### config.mk
export PLATFORM = sky130hd
export DESIGN_NAME = mdu_iter_flat
export DESIGN_NICKNAME = d
export VERILOG_FILES = /design/src/rtl/mdu_pkg.sv /design/src/rtl/mdu_if.sv /design/src/rtl/mdu_div_step.sv /design/src/rtl/mdu_iter.sv /design/src/flat_wrapper.sv
export SDC_FILE = /design/constraint.sdc
export NUM_CORES = 1
export LEC_CHECK = 0
export ABC_AREA = 0
export BUFFER_PORTS_ARGS = -buffer_cell sky130_fd_sc_hd__buf_2
export CAP_MARGIN = 20
export CORE_ASPECT_RATIO = 0.5
export CORE_MARGIN = 4
export CORE_UTILIZATION = 30
export DETAILED_ROUTE_END_ITERATION = 6
export PLACE_DENSITY = 0.55
export REMOVE_ABC_BUFFERS = 1
export SYNTH_ARGS = -nofsm -noshare
export SYNTH_HDL_FRONTEND = slang
export SYNTH_SLANG_ARGS = --single-unit
### constraint.sdc
create_clock -name clk -period 5.1 [get_ports clk]
set_input_delay 0 -clock clk [delete_from_list [all_inputs] [get_ports clk]]
set_output_delay 0 -clock clk [all_outputs]
set_load 0.01 [all_outputs]
### src/rtl/mdu_pkg.sv
// rtl/mdu_pkg.sv - op codes, FSM states and sign helper for the iterative multiply/divide unit
package mdu_pkg;

    // Widest operand the sign helper supports; WIDTH must not exceed this.
    localparam int MDU_MAX_W = 64;

    typedef logic [2*MDU_MAX_W-1:0] mdu_wide_t;

    localparam mdu_wide_t MDU_WIDE_ONE = mdu_wide_t'(1);

    typedef enum logic [2:0] {
        MDU_MULT  = 3'd0,
        MDU_MULTU = 3'd1,
        MDU_DIV   = 3'd2,
        MDU_DIVU  = 3'd3,
        MDU_MTHI  = 3'd4,
        MDU_MTLO  = 3'd5,
        MDU_NOP   = 3'd6
    } mdu_op_e;

    typedef enum logic [2:0] {
        ST_IDLE,
        ST_MUL,
        ST_DIV,
        ST_FIX,
        ST_FIN
    } mdu_state_e;

    // Callers zero-extend into the wide type and truncate the result back.
    function automatic mdu_wide_t cond_neg(input mdu_wide_t x, input logic neg);
        return neg ? (~x + MDU_WIDE_ONE) : x;
    endfunction

endpackage

### src/rtl/mdu_if.sv
// rtl/mdu_if.sv - request/result bundle between the EX stage and the multiply/divide unit
interface mdu_if #(
    parameter int WIDTH = 32
);
    logic             start;
    logic [2:0]       op;
    logic [WIDTH-1:0] a;
    logic [WIDTH-1:0] b;
    logic             cancel;
    logic             busy;
    logic             done;
    logic             div_by_zero;
    logic [WIDTH-1:0] hi;
    logic [WIDTH-1:0] lo;

    modport master (
        output start, op, a, b, cancel,
        input  busy, done, div_by_zero, hi, lo
    );

    modport slave (
        input  start, op, a, b, cancel,
        output busy, done, div_by_zero, hi, lo
    );
endinterface

### src/rtl/mdu_div_step.sv
// rtl/mdu_div_step.sv - one combinational restoring-division step
module mdu_div_step #(
    parameter int WIDTH = 32
) (
    input  logic [WIDTH:0]   rem,
    input  logic             din,
    input  logic [WIDTH-1:0] divisor,
    output logic [WIDTH:0]   rem_next,
    output logic             qbit
);
    logic [WIDTH:0]   shifted;
    logic [WIDTH+1:0] diff;

    assign shifted = {rem[WIDTH-1:0], din};
    assign diff    = {1'b0, shifted} - {2'b00, divisor};
    // A set top remainder bit means the shifted value already exceeds any divisor.
    assign qbit     = rem[WIDTH] | ~diff[WIDTH+1];
    assign rem_next = qbit ? diff[WIDTH:0] : shifted;
endmodule

### src/rtl/mdu_iter.sv
// rtl/mdu_iter.sv - iterative multiply/divide unit owning the architectural HI/LO registers
module mdu_iter
    import mdu_pkg::*;
#(
    parameter int WIDTH = 32
) (
    input  logic  clk,
    input  logic  rst,
    mdu_if.slave  bus
);
    localparam int CNT_W = $clog2(WIDTH) + 1;

    typedef logic [WIDTH-1:0]   word_t;
    typedef logic [2*WIDTH-1:0] dword_t;

    mdu_state_e       state, state_nxt;
    logic [CNT_W-1:0] cnt;
    dword_t           acc;
    logic [WIDTH:0]   rem;
    word_t            md;
    logic             neg_res, neg_rem, zero_div, op_div;
    word_t            hi_q, lo_q;
    logic             dbz_q;

    logic             accept, is_signed, last;
    word_t            mag_a, mag_b;
    logic [WIDTH:0]   mul_sum;
    logic [WIDTH:0]   rem_nxt;
    logic             qbit;
    dword_t           prod_fix;
    word_t            quo_fix, rem_fix;

    assign accept    = (state == ST_IDLE || state == ST_FIN) && bus.start && !bus.cancel;
    assign is_signed = (bus.op == MDU_MULT) || (bus.op == MDU_DIV);
    assign last      = (cnt == CNT_W'(1));

    always_comb begin
        mag_a    = word_t'(cond_neg(mdu_wide_t'(bus.a), is_signed & bus.a[WIDTH-1]));
        mag_b    = word_t'(cond_neg(mdu_wide_t'(bus.b), is_signed & bus.b[WIDTH-1]));
        mul_sum  = {1'b0, acc[2*WIDTH-1:WIDTH]} + (acc[0] ? {1'b0, md} : '0);
        prod_fix = dword_t'(cond_neg(mdu_wide_t'(acc), neg_res));
        quo_fix  = word_t'(cond_neg(mdu_wide_t'(acc[WIDTH-1:0]), neg_res));
        rem_fix  = word_t'(cond_neg(mdu_wide_t'(rem[WIDTH-1:0]), neg_rem));
    end

    mdu_div_step #(.WIDTH(WIDTH)) u_div_step (
        .rem      (rem),
        .din      (acc[WIDTH-1]),
        .divisor  (md),
        .rem_next (rem_nxt),
        .qbit     (qbit)
    );

    always_ff @(posedge clk or posedge rst) begin
        if (rst) state <= ST_IDLE;
        else     state <= state_nxt;
    end

    always_comb begin
        state_nxt = state;
        case (state)
            ST_IDLE, ST_FIN: begin
                state_nxt = ST_IDLE;
                if (accept) begin
                    case (bus.op)
                        MDU_MULT, MDU_MULTU: state_nxt = ST_MUL;
                        MDU_DIV, MDU_DIVU:   state_nxt = ST_DIV;
                        default:             state_nxt = ST_IDLE;
                    endcase
                end
            end
            ST_MUL:  if (last) state_nxt = ST_FIX;
            ST_DIV:  if (last) state_nxt = ST_FIX;
            ST_FIX:  state_nxt = ST_FIN;
            default: state_nxt = ST_IDLE;
        endcase
        if (bus.cancel) state_nxt = ST_IDLE;
    end

    always_ff @(posedge clk or posedge rst) begin
        if (rst) begin
            cnt      <= '0;
            acc      <= '0;
            rem      <= '0;
            md       <= '0;
            neg_res  <= 1'b0;
            neg_rem  <= 1'b0;
            zero_div <= 1'b0;
            op_div   <= 1'b0;
            hi_q     <= '0;
            lo_q     <= '0;
            dbz_q    <= 1'b0;
        end else begin
            case (state)
                ST_MUL: begin
                    acc <= {mul_sum, acc[WIDTH-1:1]};
                    cnt <= cnt - CNT_W'(1);
                end
                ST_DIV: begin
                    rem             <= rem_nxt;
                    acc[WIDTH-1:0]  <= {acc[WIDTH-2:0], qbit};
                    cnt             <= cnt - CNT_W'(1);
                end
                ST_FIX: begin
                    if (!bus.cancel) begin
                        if (!op_div) begin
                            hi_q <= prod_fix[2*WIDTH-1:WIDTH];
                            lo_q <= prod_fix[WIDTH-1:0];
                        end else if (zero_div) begin
                            dbz_q <= 1'b1;
                        end else begin
                            hi_q <= rem_fix;
                            lo_q <= quo_fix;
                        end
                    end
                end
                default: ;
            endcase

            if (accept) begin
                if (bus.op[2:1] != 2'b11) dbz_q <= 1'b0;
                case (bus.op)
                    MDU_MULT, MDU_MULTU, MDU_DIV, MDU_DIVU: begin
                        op_div   <= bus.op[1];
                        // Multiply iterates over b with a as addend; divide shifts a through b.
                        md       <= bus.op[1] ? mag_b : mag_a;
                        acc      <= {word_t'(0), bus.op[1] ? mag_a : mag_b};
                        rem      <= '0;
                        cnt      <= CNT_W'(WIDTH);
                        neg_res  <= is_signed & (bus.a[WIDTH-1] ^ bus.b[WIDTH-1]);
                        neg_rem  <= is_signed & bus.a[WIDTH-1];
                        zero_div <= (bus.b == '0);
                    end
                    MDU_MTHI: hi_q <= bus.a;
                    MDU_MTLO: lo_q <= bus.a;
                    default: ;
                endcase
            end
        end
    end

    assign bus.busy        = (state == ST_MUL) || (state == ST_DIV) || (state == ST_FIX);
    assign bus.done        = (state == ST_FIN);
    assign bus.div_by_zero = dbz_q;
    assign bus.hi          = hi_q;
    assign bus.lo          = lo_q;
endmodule

### src/flat_wrapper.sv
// flat-port wrapper written by rule: the top's interface ports become plain ports
module mdu_iter_flat import mdu_pkg::*;
#(
    parameter int WIDTH = 32
)
  (clk, rst, bus_start, bus_op, bus_a, bus_b, bus_cancel, bus_busy, bus_done, bus_div_by_zero, bus_hi, bus_lo);
  mdu_if #(.WIDTH(WIDTH)) bus_i ();
  input  logic clk;
  input  logic rst;
  input wire logic [$bits(bus_i.start)-1:0] bus_start;
  input wire logic [$bits(bus_i.op)-1:0] bus_op;
  input wire logic [$bits(bus_i.a)-1:0] bus_a;
  input wire logic [$bits(bus_i.b)-1:0] bus_b;
  input wire logic [$bits(bus_i.cancel)-1:0] bus_cancel;
  output wire logic [$bits(bus_i.busy)-1:0] bus_busy;
  output wire logic [$bits(bus_i.done)-1:0] bus_done;
  output wire logic [$bits(bus_i.div_by_zero)-1:0] bus_div_by_zero;
  output wire logic [$bits(bus_i.hi)-1:0] bus_hi;
  output wire logic [$bits(bus_i.lo)-1:0] bus_lo;
  assign bus_i.start = bus_start;
  assign bus_i.op = bus_op;
  assign bus_i.a = bus_a;
  assign bus_i.b = bus_b;
  assign bus_i.cancel = bus_cancel;
  assign bus_busy = bus_i.busy;
  assign bus_done = bus_i.done;
  assign bus_div_by_zero = bus_i.div_by_zero;
  assign bus_hi = bus_i.hi;
  assign bus_lo = bus_i.lo;
  mdu_iter #(.WIDTH(WIDTH)) u_core (.clk(clk), .rst(rst), .bus(bus_i));
endmodule
==> impl_metrics.toml <==
[setup_path]
worstSetupEndpointType = "flop"
crit_chain = "inv_1, buf_4, nor2_1, ha_1, o31ai_1, a211oi_1, a211oi_1, o31a_1, nor3_1, o41ai_1, nor3b_1, nor3_1"
cp_num_buf_inv = 2
max_stage_delay_ps = 590
crit_required_ps = 5530
cpMaxStageDelayCell = "a211oi_1"
arrival_ps = 4360
critPathKind = "reg2reg"
critical_path_peak_fanout = 31
crit_family = "compound AO/OA/AOI/OAI gates"
setup.worst_path.start_class = "flop"

[synth]
synth_edf_count = 0
ys_seq_area_frac = 0.308
netlist_area_um2 = 16800
synth.area.mux_share = 0.0223
synth_top_family_by_area = "compound AO/OA/AOI/OAI gates"
synth_compound_area_frac = 0.277
synth_ff_type = "dfrtp_1"
synth_cell_types = 77
synth_xor_area_frac = 0.104
synth_top_area_share = 0.308
syn_area_per_cell_um2 = 7.80
async_flop_share = 1.00
synth.area.top_cells = "dfrtp_1 (31%), o21ai_0 (7.1%), nand2_1 (6.5%)"
synthAdderAreaFrac = 0.0544
synth_top_area_cell = "dfrtp_1"
ys_warn_count = 0
synthSimpleGateAreaFrac = 0.189
synth_seq_cells = 207
syn_inst = 2156

[clocking]
cts-root-buf = "clkbuf_16"
clk_pin_slew_worst_paths_ps = 70
cts_resized = 0
cts_setup_buffers = 0
cts_sinks = 207
cts_buffers = 25
cts_tree = "done"
insertion_delay_ps = 570
cts_htree_levels = 1
clock_path_buffers = 3

[cells_and_area]
finalNonFillerCells = 3059
nNetsFinal = 2427
fillerInstances = 5882
drive_gt1_frac = 0.106
final_common_cell = "nand2_1"
area_delta_synth_final_pct = 17.7
antennaDiodeCount = 0
postLayoutCoreUtil = 0.357
layout_common_cells = "nand2_1 (293), o21ai_0 (238), dfrtp_1 (206)"

[pwr]
leakage_nw = 8.49
ir_worst_vdd_mv = 0.237
powerDensity_nw_per_um2 = 452
total_power_mw = 8.95

[timing]
slew_violations = 0
finalCritPeriodShare = 0.769
setup_viol = 0
worstMarginPinSlew_ps = 972
hold_viol_final = 0
rsz0062_at_grt = "false"
fin_ws_ps = 1180
fmax_ghz = 0.255
whs_ps = 14.0
period_needed_ps = 3920
slew-limit-headroom = 0.352
skew_ps = 20.4

[route]
routed_wl_um = 65000
vias = 17000
wire_per_inst_um = 21.2
drc_errors = 3
viasPerCell = 5.57
dr.pass1.iters = 7
ant_nets = 0
drt-initial-drc-count = 1593

[place]
gp_congestion = 0.969
preCtsSetupSlack_ps = 1250
dp_hpwl_um = 47300
place_inst = 2946
portBuffers = 137

[run_status]
outcome = "complete, but fails checks"
violations = "DRC"

[grt]
grt_pass1_vias = 16400
overflow = 0
antenna_found_initial = 3
grt_max_degree = 129
grt_pass1_wl_um = 98600
track_usage = 0.209

[die]
die_w_um = 343
coreArea_um2 = 55500
start_util = 0.303
fp.dieArea_um2 = 60200
die_height_um = 175
rows = 61
io_pins = 138

[run]
max_cap_viol_count = 0

[worst_hold_path]
hp-class = "in2reg"
[cells by family after synthesis]
kind of cell / Yosys count
adder cells (fa/ha/maj): 72
XOR/XNOR: 199
multiplexers: 37
flip-flops: 207
AO/OA/AOI/OAI: 744
AND/OR/NAND/NOR: 697
buffers and inverters: 200
[flip-flops by register name (all words and copies together) (netlist names)]
name and cells:
u_core.acc 64, u_core.cnt 6, u_core.neg_res 1, u_core.bus.lo 32, u_core.neg_rem 1, u_core.op_div 1, u_core.bus.hi 32, u_core.md 32
u_core.bus.div_by_zero 1, u_core.zero_div 1, u_core.rem 33, u_core.state 3
[stage by stage]
step,setup TNS (ps),cell area [µm²]
2_1_floorplan,-117690,16300
3_3_place_gp,0,18200
3_5_place_dp,0,18200
4_1_cts,0,19800
5_1_grt,0,19800
6_report,0,19800
[worst reg2reg max path, delay by kind of cell, from the launching register on]
kind,cells,cell delay (ps)
AO/OA/AOI/OAI,5,2130
AND/OR/NAND/NOR,4,540
adder cells (fa/ha/maj),1,240
flip-flops,1,460
buffers and inverters,2,440
[layer usage]
layer  global-route usage  vias up  wire length (µm)
met2                0.322      607             28000
met3               0.0376      119              4630
met4               0.0620        2              2070
met5                    0        -                13
met1                0.299     8266             30200
li1                     -     8036                 -
[worst paths after layout]
kind,slack [ps],start,depth (start not counted),to
setup reg to reg,1180,u_core.acc[0],12,u_core.acc[59]
hold / removal,10,bus_b[15],4,u_core.acc[15]
setup / recovery,1180,u_core.acc[0],12,u_core.acc[59]
min in group asynchronous,50,rst,3,u_core.bus.lo[18]
max in group asynchronous,3760,rst,4,u_core.acc[36]
hold reg to reg,480,u_core.md[7],2,u_core.md[7]
[what timing repair did]
item	CTS	global route
endpoints found under the hold margin	192	0
hold buffers	67	0
setup endpoints to repair	0	0
[cells in the mapped netlist, types with 8 or more instances]
cell,count
o221ai_1,12
buf_1,15
mux2i_1,33
ha_1,70
a22oi_1,8
o31ai_1,41
dfrtp_1,207
or3_1,24
or2_2,14
o21ai_0,238
a21oi_1,188
nand3_1,37
nand2_1,293
nor3_1,40
a31oi_1,20
inv_1,68
and2_1,12
nor4_1,12
o211ai_1,27
and3_1,12
a21o_1,34
a211oi_1,32
o41ai_1,14
xor2_1,110
or4_1,18
a221oi_1,19
xnor2_1,89
clkbuf_1,112
o22ai_1,16
a22o_1,26
o21a_1,9
nand2b_1,20
nor2b_1,15
nor2_1,170
[power by group]
part	switching (mW)	total [mW]	leakage (nW)	internal, mW
Sequential	0.694	2.77	2.59	2.08
Clock	0.811	2.00	0.442	1.19
Combinational	2.44	4.18	5.45	1.73
[area by class of cell]
class	count	area (µm²)	area share
multi-input combinational	1749	10900	0.552
sequential	207	5180	0.262
timing repair buffer	232	1580	0.0798
tap	756	946	0.0478
clock buffer	33	716	0.0361
inverter	69	267	0.0135
clock inverter	13	175	0.00884
(Power assumes the default switching activity.)
